[src/rtl/multicycle_cu.sv]
// Multicycle MIPS-subset control unit: FSM sequencing fetch, decode,
// execute, memory and writeback with memory-wait timeout and retire count.
module multicycle_cu #(
    parameter int MEM_TIMEOUT = 16,
    parameter int CNT_W       = 32,
    parameter int BYTE_OPS    = 1
) (
    input  logic             clk,
    input  logic             rst_b,
    input  logic [5:0]       opcode,
    input  logic [5:0]       func,
    input  logic             mem_ready,
    input  logic             zero,
    input  logic             neg,
    output logic             pc_write,
    output logic             ir_write,
    output logic             mem_read,
    output logic             mem_write,
    output logic             mem_byte,
    output logic             reg_write,
    output logic             alu_src_a,
    output logic             ext_zero,
    output logic [1:0]       reg_dst,
    output logic [1:0]       wb_sel,
    output logic [1:0]       alu_src_b,
    output logic [1:0]       pc_src,
    output logic [5:0]       alu_op,
    output logic             halted,
    output logic             illegal,
    output logic             mem_err,
    output logic [CNT_W-1:0] retired
);
    localparam int WW = $clog2(MEM_TIMEOUT + 1);

    localparam logic [5:0] OP_R     = 6'b000000;
    localparam logic [5:0] OP_J     = 6'b000010;
    localparam logic [5:0] OP_JAL   = 6'b000011;
    localparam logic [5:0] OP_BEQ   = 6'b000100;
    localparam logic [5:0] OP_BNE   = 6'b000101;
    localparam logic [5:0] OP_BLEZ  = 6'b000110;
    localparam logic [5:0] OP_BGTZ  = 6'b000111;
    localparam logic [5:0] OP_ADDI  = 6'b001000;
    localparam logic [5:0] OP_ADDIU = 6'b001001;
    localparam logic [5:0] OP_ANDI  = 6'b001100;
    localparam logic [5:0] OP_ORI   = 6'b001101;
    localparam logic [5:0] OP_XORI  = 6'b001110;
    localparam logic [5:0] OP_LB    = 6'b100000;
    localparam logic [5:0] OP_LW    = 6'b100011;
    localparam logic [5:0] OP_SB    = 6'b101000;
    localparam logic [5:0] OP_SW    = 6'b101011;

    localparam logic [5:0] F_ADD  = 6'b100000;
    localparam logic [5:0] F_ADDU = 6'b100001;
    localparam logic [5:0] F_SUB  = 6'b100010;
    localparam logic [5:0] F_AND  = 6'b100100;
    localparam logic [5:0] F_OR   = 6'b100101;
    localparam logic [5:0] F_XOR  = 6'b100110;
    localparam logic [5:0] F_SLT  = 6'b101010;
    localparam logic [5:0] F_JR   = 6'b001000;
    localparam logic [5:0] F_SYS  = 6'b001100;

    typedef enum logic [3:0] {
        S_FETCH, S_DECODE, S_EXEC_R, S_WB_R, S_EXEC_I, S_WB_I,
        S_MEM_ADDR, S_MEM_RD, S_WB_MEM, S_MEM_WR, S_BRANCH,
        S_JUMP, S_JUMP_R, S_HALT, S_ERROR
    } state_t;

    state_t          r_state;
    state_t          w_next;
    state_t          w_dec;
    logic [5:0]      r_op;
    logic [5:0]      r_fn;
    logic [WW-1:0]   r_wait;
    logic [CNT_W-1:0] r_retired;
    logic            r_illegal;
    logic            r_mem_err;
    logic            w_mem_st;
    logic            w_tmo;
    logic            w_taken;
    logic            w_byte;
    logic            w_imm_zx;
    logic [5:0]      w_imm_op;

    assign w_mem_st = (r_state == S_FETCH) || (r_state == S_MEM_RD) ||
                      (r_state == S_MEM_WR);
    assign w_tmo    = (r_wait == WW'(MEM_TIMEOUT - 1));
    assign w_byte   = (r_op == OP_LB) || (r_op == OP_SB);

    always_comb begin
        w_dec = S_ERROR;
        case (opcode)
            OP_R: begin
                case (func)
                    F_ADD, F_ADDU, F_SUB, F_AND,
                    F_OR, F_XOR, F_SLT: w_dec = S_EXEC_R;
                    F_JR:               w_dec = S_JUMP_R;
                    F_SYS:              w_dec = S_HALT;
                    default:            w_dec = S_ERROR;
                endcase
            end
            OP_J, OP_JAL:                     w_dec = S_JUMP;
            OP_BEQ, OP_BNE, OP_BLEZ, OP_BGTZ: w_dec = S_BRANCH;
            OP_ADDI, OP_ADDIU, OP_ANDI,
            OP_ORI, OP_XORI:                  w_dec = S_EXEC_I;
            OP_LW, OP_SW:                     w_dec = S_MEM_ADDR;
            OP_LB, OP_SB: w_dec = (BYTE_OPS != 0) ? S_MEM_ADDR : S_ERROR;
            default:                          w_dec = S_ERROR;
        endcase
    end

    // ready in the final allowed wait cycle takes priority over timeout
    always_comb begin
        w_next = r_state;
        unique case (r_state)
            S_FETCH: begin
                if (mem_ready)  w_next = S_DECODE;
                else if (w_tmo) w_next = S_ERROR;
            end
            S_DECODE:   w_next = w_dec;
            S_EXEC_R:   w_next = S_WB_R;
            S_WB_R:     w_next = S_FETCH;
            S_EXEC_I:   w_next = S_WB_I;
            S_WB_I:     w_next = S_FETCH;
            S_MEM_ADDR: w_next = r_op[3] ? S_MEM_WR : S_MEM_RD;
            S_MEM_RD: begin
                if (mem_ready)  w_next = S_WB_MEM;
                else if (w_tmo) w_next = S_ERROR;
            end
            S_WB_MEM:   w_next = S_FETCH;
            S_MEM_WR: begin
                if (mem_ready)  w_next = S_FETCH;
                else if (w_tmo) w_next = S_ERROR;
            end
            S_BRANCH, S_JUMP, S_JUMP_R: w_next = S_FETCH;
            S_HALT:     w_next = S_HALT;
            default:    w_next = S_ERROR;
        endcase
    end

    always_comb begin
        w_imm_op = F_ADD;
        w_imm_zx = 1'b0;
        w_taken  = 1'b0;
        case (r_op)
            OP_ADDIU: w_imm_op = F_ADDU;
            OP_ANDI:  begin w_imm_op = F_AND; w_imm_zx = 1'b1; end
            OP_ORI:   begin w_imm_op = F_OR;  w_imm_zx = 1'b1; end
            OP_XORI:  begin w_imm_op = F_XOR; w_imm_zx = 1'b1; end
            default:  w_imm_op = F_ADD;
        endcase
        case (r_op[1:0])
            2'b00:   w_taken = zero;
            2'b01:   w_taken = !zero;
            2'b10:   w_taken = zero | neg;
            default: w_taken = !zero & !neg;
        endcase
    end

    always_comb begin
        pc_write  = 1'b0;
        ir_write  = 1'b0;
        mem_read  = 1'b0;
        mem_write = 1'b0;
        mem_byte  = 1'b0;
        reg_write = 1'b0;
        alu_src_a = 1'b0;
        ext_zero  = 1'b0;
        reg_dst   = 2'd0;
        wb_sel    = 2'd0;
        alu_src_b = 2'd0;
        pc_src    = 2'd0;
        alu_op    = 6'd0;
        unique case (r_state)
            S_FETCH: begin
                mem_read  = 1'b1;
                alu_src_b = 2'd1;
                alu_op    = F_ADD;
                ir_write  = mem_ready;
                pc_write  = mem_ready;
            end
            S_DECODE: begin
                alu_src_b = 2'd3;
                alu_op    = F_ADD;
            end
            S_EXEC_R: begin
                alu_src_a = 1'b1;
                alu_op    = r_fn;
            end
            S_WB_R: begin
                reg_write = 1'b1;
                reg_dst   = 2'd1;
            end
            S_EXEC_I: begin
                alu_src_a = 1'b1;
                alu_src_b = 2'd2;
                alu_op    = w_imm_op;
                ext_zero  = w_imm_zx;
            end
            S_WB_I: reg_write = 1'b1;
            S_MEM_ADDR: begin
                alu_src_a = 1'b1;
                alu_src_b = 2'd2;
                alu_op    = F_ADD;
            end
            S_MEM_RD: begin
                mem_read = 1'b1;
                mem_byte = w_byte;
            end
            S_WB_MEM: begin
                reg_write = 1'b1;
                wb_sel    = 2'd1;
            end
            S_MEM_WR: begin
                mem_write = 1'b1;
                mem_byte  = w_byte;
            end
            S_BRANCH: begin
                alu_src_a = 1'b1;
                alu_op    = F_SUB;
                pc_src    = 2'd1;
                pc_write  = w_taken;
            end
            S_JUMP: begin
                pc_src   = 2'd2;
                pc_write = 1'b1;
                if (r_op == OP_JAL) begin
                    reg_write = 1'b1;
                    reg_dst   = 2'd2;
                    wb_sel    = 2'd2;
                end
            end
            S_JUMP_R: begin
                pc_src   = 2'd3;
                pc_write = 1'b1;
            end
            default: ;
        endcase
    end

    always_ff @(posedge clk or negedge rst_b) begin
        if (!rst_b) begin
            r_state   <= S_FETCH;
            r_op      <= '0;
            r_fn      <= '0;
            r_wait    <= '0;
            r_retired <= '0;
            r_illegal <= 1'b0;
            r_mem_err <= 1'b0;
        end else begin
            r_state <= w_next;
            if (r_state == S_DECODE) begin
                r_op <= opcode;
                r_fn <= func;
            end
            r_wait <= (w_mem_st && w_next == r_state) ? r_wait + WW'(1) : '0;
            if (w_next == S_FETCH && r_state != S_FETCH)
                r_retired <= r_retired + CNT_W'(1);
            if (w_next == S_ERROR && r_state == S_DECODE)
                r_illegal <= 1'b1;
            if (w_next == S_ERROR && w_mem_st)
                r_mem_err <= 1'b1;
        end
    end

    assign halted  = (r_state == S_HALT);
    assign illegal = r_illegal;
    assign mem_err = r_mem_err;
    assign retired = r_retired;

endmodule

[config.mk]
export PLATFORM = sky130hd
export DESIGN_NAME = multicycle_cu
export DESIGN_NICKNAME = d
export VERILOG_FILES = /design/src/rtl/multicycle_cu.sv
export SDC_FILE = /design/constraint.sdc
export NUM_CORES = 1
export LEC_CHECK = 0
export ABC_AREA = 1
export CAP_MARGIN = 10
export CORE_ASPECT_RATIO = 1.5
export CORE_MARGIN = 1
export CORE_UTILIZATION = 55
export CTS_CLUSTER_DIAMETER = 100
export CTS_CLUSTER_SIZE = 40
export DETAILED_ROUTE_END_ITERATION = 10
export PLACE_DENSITY_LB_ADDON = 0.25
export SYNTH_ARGS = -nofsm -noshare
export SYNTH_HDL_FRONTEND = slang
export SYNTH_SLANG_ARGS = --single-unit
[constraint.sdc]
create_clock -name clk -period 6.28 [get_ports clk]
set_clock_uncertainty 0.15 [all_clocks]
set_input_delay 0.942 -clock clk [delete_from_list [all_inputs] [get_ports clk]]
set_output_delay 0.942 -clock clk [all_outputs]
set_load 0.02 [all_outputs]
==> results of run 1 <==
registers in the layout, summed over array words and instances (netlist names):
name     flops
r_state      4
r_op         6
mem_err      1
r_wait       5
retired     32
r_fn         6
illegal      1
final timing paths:
path	to	slack [ns]	cells past startpoint
min	r_wait[0]	0.31	1
min in group asynchronous	retired[20]	0.58	2
max	pc_write	2.68	4
max reg2reg	retired[2]	3.03	11
max in group asynchronous	retired[18]	4.92	2
min reg2reg	r_wait[0]	0.31	1
metrics by stage:
| step | area [sq um] | cells | total power [mW] | worst slack [ns] | hold slack [ns] |
|---|---|---|---|---|---|
| after global routing | 4530 | 684 | 1.69 | 2.34 | 0.339 |
| final | 4530 | 684 | 1.57 | 2.68 | 0.313 |
| after floorplan | 3660 | 538 | 1.11 | 3.57 | 0.283 |
| after CTS | 4530 | 684 | 1.58 | 2.71 | 0.316 |
| after global placement | 4430 | 676 | 1.34 | 2.45 | 0.294 |
| after detailed placement | 4430 | 676 | 1.36 | 2.38 | 0.303 |
layout by cell type, fill, tap and decap left out, types with 5 or more instances in the layout:
master / Yosys / routed
a21oi_1: 11 / 11
clkbuf_8: 0 / 7
clkdlybuf4s50_1: 0 / 72
dfrtp_1: 55 / 55
inv_1: 57 / 57
inv_2: 10 / 10
nand2_1: 178 / 178
nand2_2: 5 / 5
nand3_1: 56 / 56
nand4_1: 11 / 11
nor2_1: 50 / 50
nor3_1: 19 / 19
o21ai_0: 18 / 18
xnor2_1: 13 / 13
xor2_1: 19 / 19
logic make-up after synthesis:
logic type,Yosys count,synth area share [%]
compound gates,35,5.43
xor+xnor,32,7.66
fa+ha+maj,3,1.03
buf+inv,80,8.78
flops,55,37.6
simple gates,333,39.5
metal layers:
metal | track usage (%) | share of wire, %
met5 | 0 | 0
met4 | 22.3 | 6.6
met3 | 4.02 | 3.9
met2 | 58.1 | 54
met1 | 31.9 | 35
critical path, cell delays in order:
cell	delay, ns
clkdlybuf4s50_1	0.56
nand3_1	0.22
nand4_1	0.15
clkdlybuf4s50_1	0.64
area by class of cell:
class,count,area [sq um],area share [%]
Timing Repair Buffer,75,741,16.4
Inverter,67,251,5.56
Multi-Input combinational cell,403,1960,43.4
Tap cell,76,95.1,2.10
Clock buffer,8,100,2.21
Sequential cell,55,1380,30.4
power by group:
| group | switching (mW) | leakage, nW | total, mW | internal [mW] |
|---|---|---|---|---|
| sequential | 0.0764 | 0.728 | 0.494 | 0.417 |
| clock | 0.116 | 0.0515 | 0.217 | 0.101 |
| combinational | 0.597 | 1.49 | 0.864 | 0.266 |
==> impl_metrics.py, run 1 <==
metrics = {
    "sta": {
        "hold_violations": 0,
        "worstMarginPinSlew_ns": 0.716,
        "min_period_ns": 3.60,
        "max_freq_mhz": 278,
        "rsz0062_at_grt": "false",
        "maxSlewViolCount": 0,
        "final.setup.tns_ns": 0,
        "finalCritPeriodShare_pct": 57.3,
        "max_slew_margin_pct": 52.1,
        "finalSetupViolations": 0,
    },
    "synthesis": {
        "synth_fp_nets": 558,
        "synth_top_cell_by_area": "dfrtp_1",
        "yosys-top-cells-area": "dfrtp_1, nand2_1, nand3_1, inv_1, nor2_1",
        "synth-seq-area-share_pct": 37.6,
        "ys_async_sr_fraction_pct": 100,
        "synth_flop_cell": "dfrtp_1",
        "syn_area_sq_mm": 0.00366,
        "synth_area_per_cell_sq_um": 6.80,
        "ys_top_cells_by_count": "nand2_1, inv_1, nand3_1",
        "yosysUniqueCellTypes": 29,
        "yosysTopAreaCellShare_pct": 37.6,
        "synth-edff-count": 0,
        "synth_cells": 538,
        "yosys_warnings": 0,
        "post-synth-top-count-cell": "nand2_1",
        "ys_ff_latch": 55,
    },
    "routing": {
        "dr.pass1.iters": 4,
        "via_per_inst": 5.47,
        "wl_per_cell_microns": 14.9,
        "antenna_left": 0,
        "drt_iter0_drc": 170,
        "finalWirelength_microns": 10200,
        "drc_errors": 0,
        "vias": 3741,
    },
    "die": {
        "chipWidth_microns": 68.6,
        "coreArea_sq_mm": 0.00644,
        "chipHeight_microns": 102,
        "start_util_pct": 56.8,
        "rows": 36,
        "dieArea_sq_mm": 0.00699,
        "num_io_pins": 74,
    },
    "global_routing": {
        "antenna_found_initial": 0,
        "grt_overflow": 0,
        "grt_first_pass_wirelength_microns": 16400,
        "grt_pass1_vias": 3610,
        "gr-usage-all-layers_pct": 31.8,
        "grt_max_degree": 56,
    },
    "placement": {
        "dp_hpwl_microns": 8010,
        "gp_congestion": 0.978,
        "port_buffers": 73,
    },
    "finish": {
        "n_antenna_cell": 0,
        "synthToLayoutAreaGrowth_pct": 23.6,
        "final_nets": 627,
        "drive_gt1_share_pct": 5.43,
        "fillCellCount": 596,
        "post-route-util_pct": 70.3,
    },
    "clock_network": {
        "post_cts_resized": 0,
        "htreeDepth": 2,
        "root_buffer": "clkbuf_8",
        "clock-sinks": 55,
        "hold_buffers": 0,
        "clk_pin_slew_ns": 0.09,
        "cts_setup_buffers": 0,
        "cts_buffers": 5,
        "cts.path.max_buffers": 2,
        "clock_latency_ns": 0.31,
        "cts_tree": "done",
    },
    "critical_path": {
        "crit_arrival_ns": 2.51,
        "worstSetupEndpointType": "primary output",
        "startpoint_type": "input pin",
        "r2r-start": "r_state[1]",
        "crit_required_ns": 5.19,
        "startpoint": "mem_ready",
        "crit_type": "input pin to primary output",
        "critPathMaxFanout": 5,
    },
    "worst_hold_path": {
        "hold_path.class": "flip-flop to flip-flop",
        "min_from": "r_wait[0]",
    },
    "power": {
        "ir_worst_vdd_mv": 0.313,
        "p_leak_nw": 2.27,
        "pwr_density_cell_mw_per_mm2": 348,
    },
    "run": {
        "cap_violations": 0,
    },
    "run_status": {
        "status": "finished clean",
    },
}
No activity file was read; power rests on OpenSTA's default activity.
==> inputs of run 2 (changes only) <==
--- a/config.mk
+++ b/config.mk
@@ -9,7 +9,7 @@
 export CAP_MARGIN = 10
 export CORE_ASPECT_RATIO = 1.5
 export CORE_MARGIN = 1
-export CORE_UTILIZATION = 55
+export CORE_UTILIZATION = 52
 export CTS_CLUSTER_DIAMETER = 100
 export CTS_CLUSTER_SIZE = 40
 export DETAILED_ROUTE_END_ITERATION = 10
==> constraint.sdc (replaced) <==
create_clock -name clk -period 3.55 [get_ports clk]
set_clock_uncertainty 0.15 [all_clocks]
set_input_delay 0.5325 -clock clk [delete_from_list [all_inputs] [get_ports clk]]
set_output_delay 0.5325 -clock clk [all_outputs]
set_load 0.02 [all_outputs]
==> impl_metrics.py, run 2 (synthesis gave the netlist of run 1 again) <==
metrics = {
    "run_status": {
        "status": "finished with violations",
        "violations": "DRC",
    },
    "finish": {
        "synthToLayoutAreaGrowth_pct": 25.1,
        "post-route-util_pct": 66.9,
        "n_antenna_cell": 0,
        "final_cell_mix": "nand2_1, clkdlybuf4s50_1, inv_1",
        "fin_cells": 688,
        "drive_gt1_share_pct": 5.90,
        "post-route-cell-area_sq_mm": 0.00458,
        "final_nets": 629,
        "mostFrequentLayoutCell": "nand2_1",
        "largest_reg_flops": 32,
    },
    "die": {
        "dieArea_sq_mm": 0.00739,
        "coreArea_sq_mm": 0.00685,
        "num_io_pins": 74,
        "rows": 37,
        "start_util_pct": 53.4,
        "chipWidth_microns": 70.5,
        "chipHeight_microns": 105,
    },
    "sta": {
        "max_freq_mhz": 329,
        "fin_ws_ns": 0.509,
        "worstMarginPinSlew_ns": 0.641,
        "max_slew_margin_pct": 56.9,
        "min_period_ns": 3.04,
        "finalSetupViolations": 0,
        "hold_slack_ns": 0.0347,
        "final.setup.tns_ns": 0,
        "rsz0062_at_grt": "false",
        "maxSlewViolCount": 0,
        "finalCritPeriodShare_pct": 85.7,
        "hold_violations": 0,
    },
    "routing": {
        "vias": 3778,
        "via_per_inst": 5.49,
        "finalWirelength_microns": 10500,
        "antenna_left": 0,
        "wl_per_cell_microns": 15.2,
        "drt_iter0_drc": 130,
        "dr.pass1.iters": 9,
        "drc_errors": 15,
    },
    "critical_path": {
        "slowest_delay_ns": 0.56,
        "cp_num_buf_inv": 3,
        "r2r-end": "retired[27]",
        "r2r-start": "r_state[1]",
        "worstSetupEndpointType": "primary output",
        "startpoint_type": "flip-flop",
        "crit_required_ns": 2.87,
        "crit_type": "flip-flop to primary output",
        "ff2ff_path_depth": 11,
        "crit_arrival_ns": 2.36,
        "cp_top_family": "buffers and inverters",
        "crit_chain": "inv_2 -> nand2_1 -> inv_2 -> nand2_2 -> nand2_1 -> a2111o_1 -> clkdlybuf4s50_1",
        "critPathMaxFanout": 23,
        "ff2ff_setup_slack_ns": 0.85,
        "cpMaxStageDelayCell": "clkdlybuf4s50_1",
    },
    "power": {
        "p_seq_share_pct": 29.5,
        "p_sw_share_pct": 48.6,
        "p_leak_nw": 2.29,
        "ir_worst_vdd_mv": 0.603,
        "pwr_density_cell_mw_per_mm2": 640,
        "p_total_mw": 2.93,
        "p_int_mw": 1.51,
        "clock_power_share_pct": 17.2,
        "switchingPower_mw": 1.42,
        "combPwrFrac_pct": 53.3,
    },
    "placement": {
        "post-place-ws_ns": 0.662,
        "dp_hpwl_microns": 8180,
        "gp_congestion": 0.962,
        "port_buffers": 73,
        "placed_cells": 680,
        "place_area_sq_mm": 0.00444,
    },
    "clock_network": {
        "clock-sinks": 55,
        "cts_setup_buffers": 0,
        "cts_tree": "done",
        "post_cts_resized": 0,
        "hold_buffers": 0,
        "cts_buffers": 5,
        "clock_latency_ns": 0.32,
        "htreeDepth": 2,
        "root_buffer": "clkbuf_8",
        "cts.path.max_buffers": 2,
        "clk_pin_slew_ns": 0.10,
    },
    "global_routing": {
        "grt_max_degree": 33,
        "grt_first_pass_wirelength_microns": 17200,
        "gr-usage-all-layers_pct": 30.1,
        "grt_pass1_vias": 3785,
        "grt_overflow": 0,
        "antenna_found_initial": 0,
    },
    "run": {
        "cap_violations": 0,
    },
    "worst_hold_path": {
        "hold_path.class": "input pin to async pin",
    },
}
-- run 2: final cells by class --
cell class / instances / area, sq um
clock buffers: 5 / 68.8
fillers: 666 / 2270
well taps: 78 / 97.6
repair buffers: 77 / 756
inverters: 67 / 251
clock inverters: 3 / 67.6
multi-input cells: 403 / 1960
flip-flops and latches: 55 / 1380
-- run 2: power groups by stage --
stage                     clock network [mW]  logic [mW]  registers [mW]
final                                  0.504        1.56           0.864
after detailed placement                   0        1.55           0.873
after CTS                              0.510        1.56           0.863
after floorplan                            0        1.12           0.846
after global placement                     0        1.52           0.874
after global routing                   0.526        1.72           0.880
-- run 2: worst max-delay path by stage --
stage	from	end	slack [ns]	depth (start not counted)
2_1_floorplan	r_state[0]	alu_op[5]	1.25	7
3_5_place_dp	opcode[1]	retired[27]	0.66	10
5_1_grt	r_state[1]	alu_op[5]	0.39	7
6_report	r_state[1]	alu_op[5]	0.51	7
3_3_place_gp	opcode[1]	retired[9]	0.72	10
4_1_cts	r_state[1]	alu_op[5]	0.51	7
-- run 2: routing by layer --
metal  wire [microns]  GRT usage, %  vias up
li1                 -             -     1850
met1             3820          29.6     1726
met2             5490          55.8      156
met3              438          3.76       46
met4              743          23.2        0
met5                0             0        -
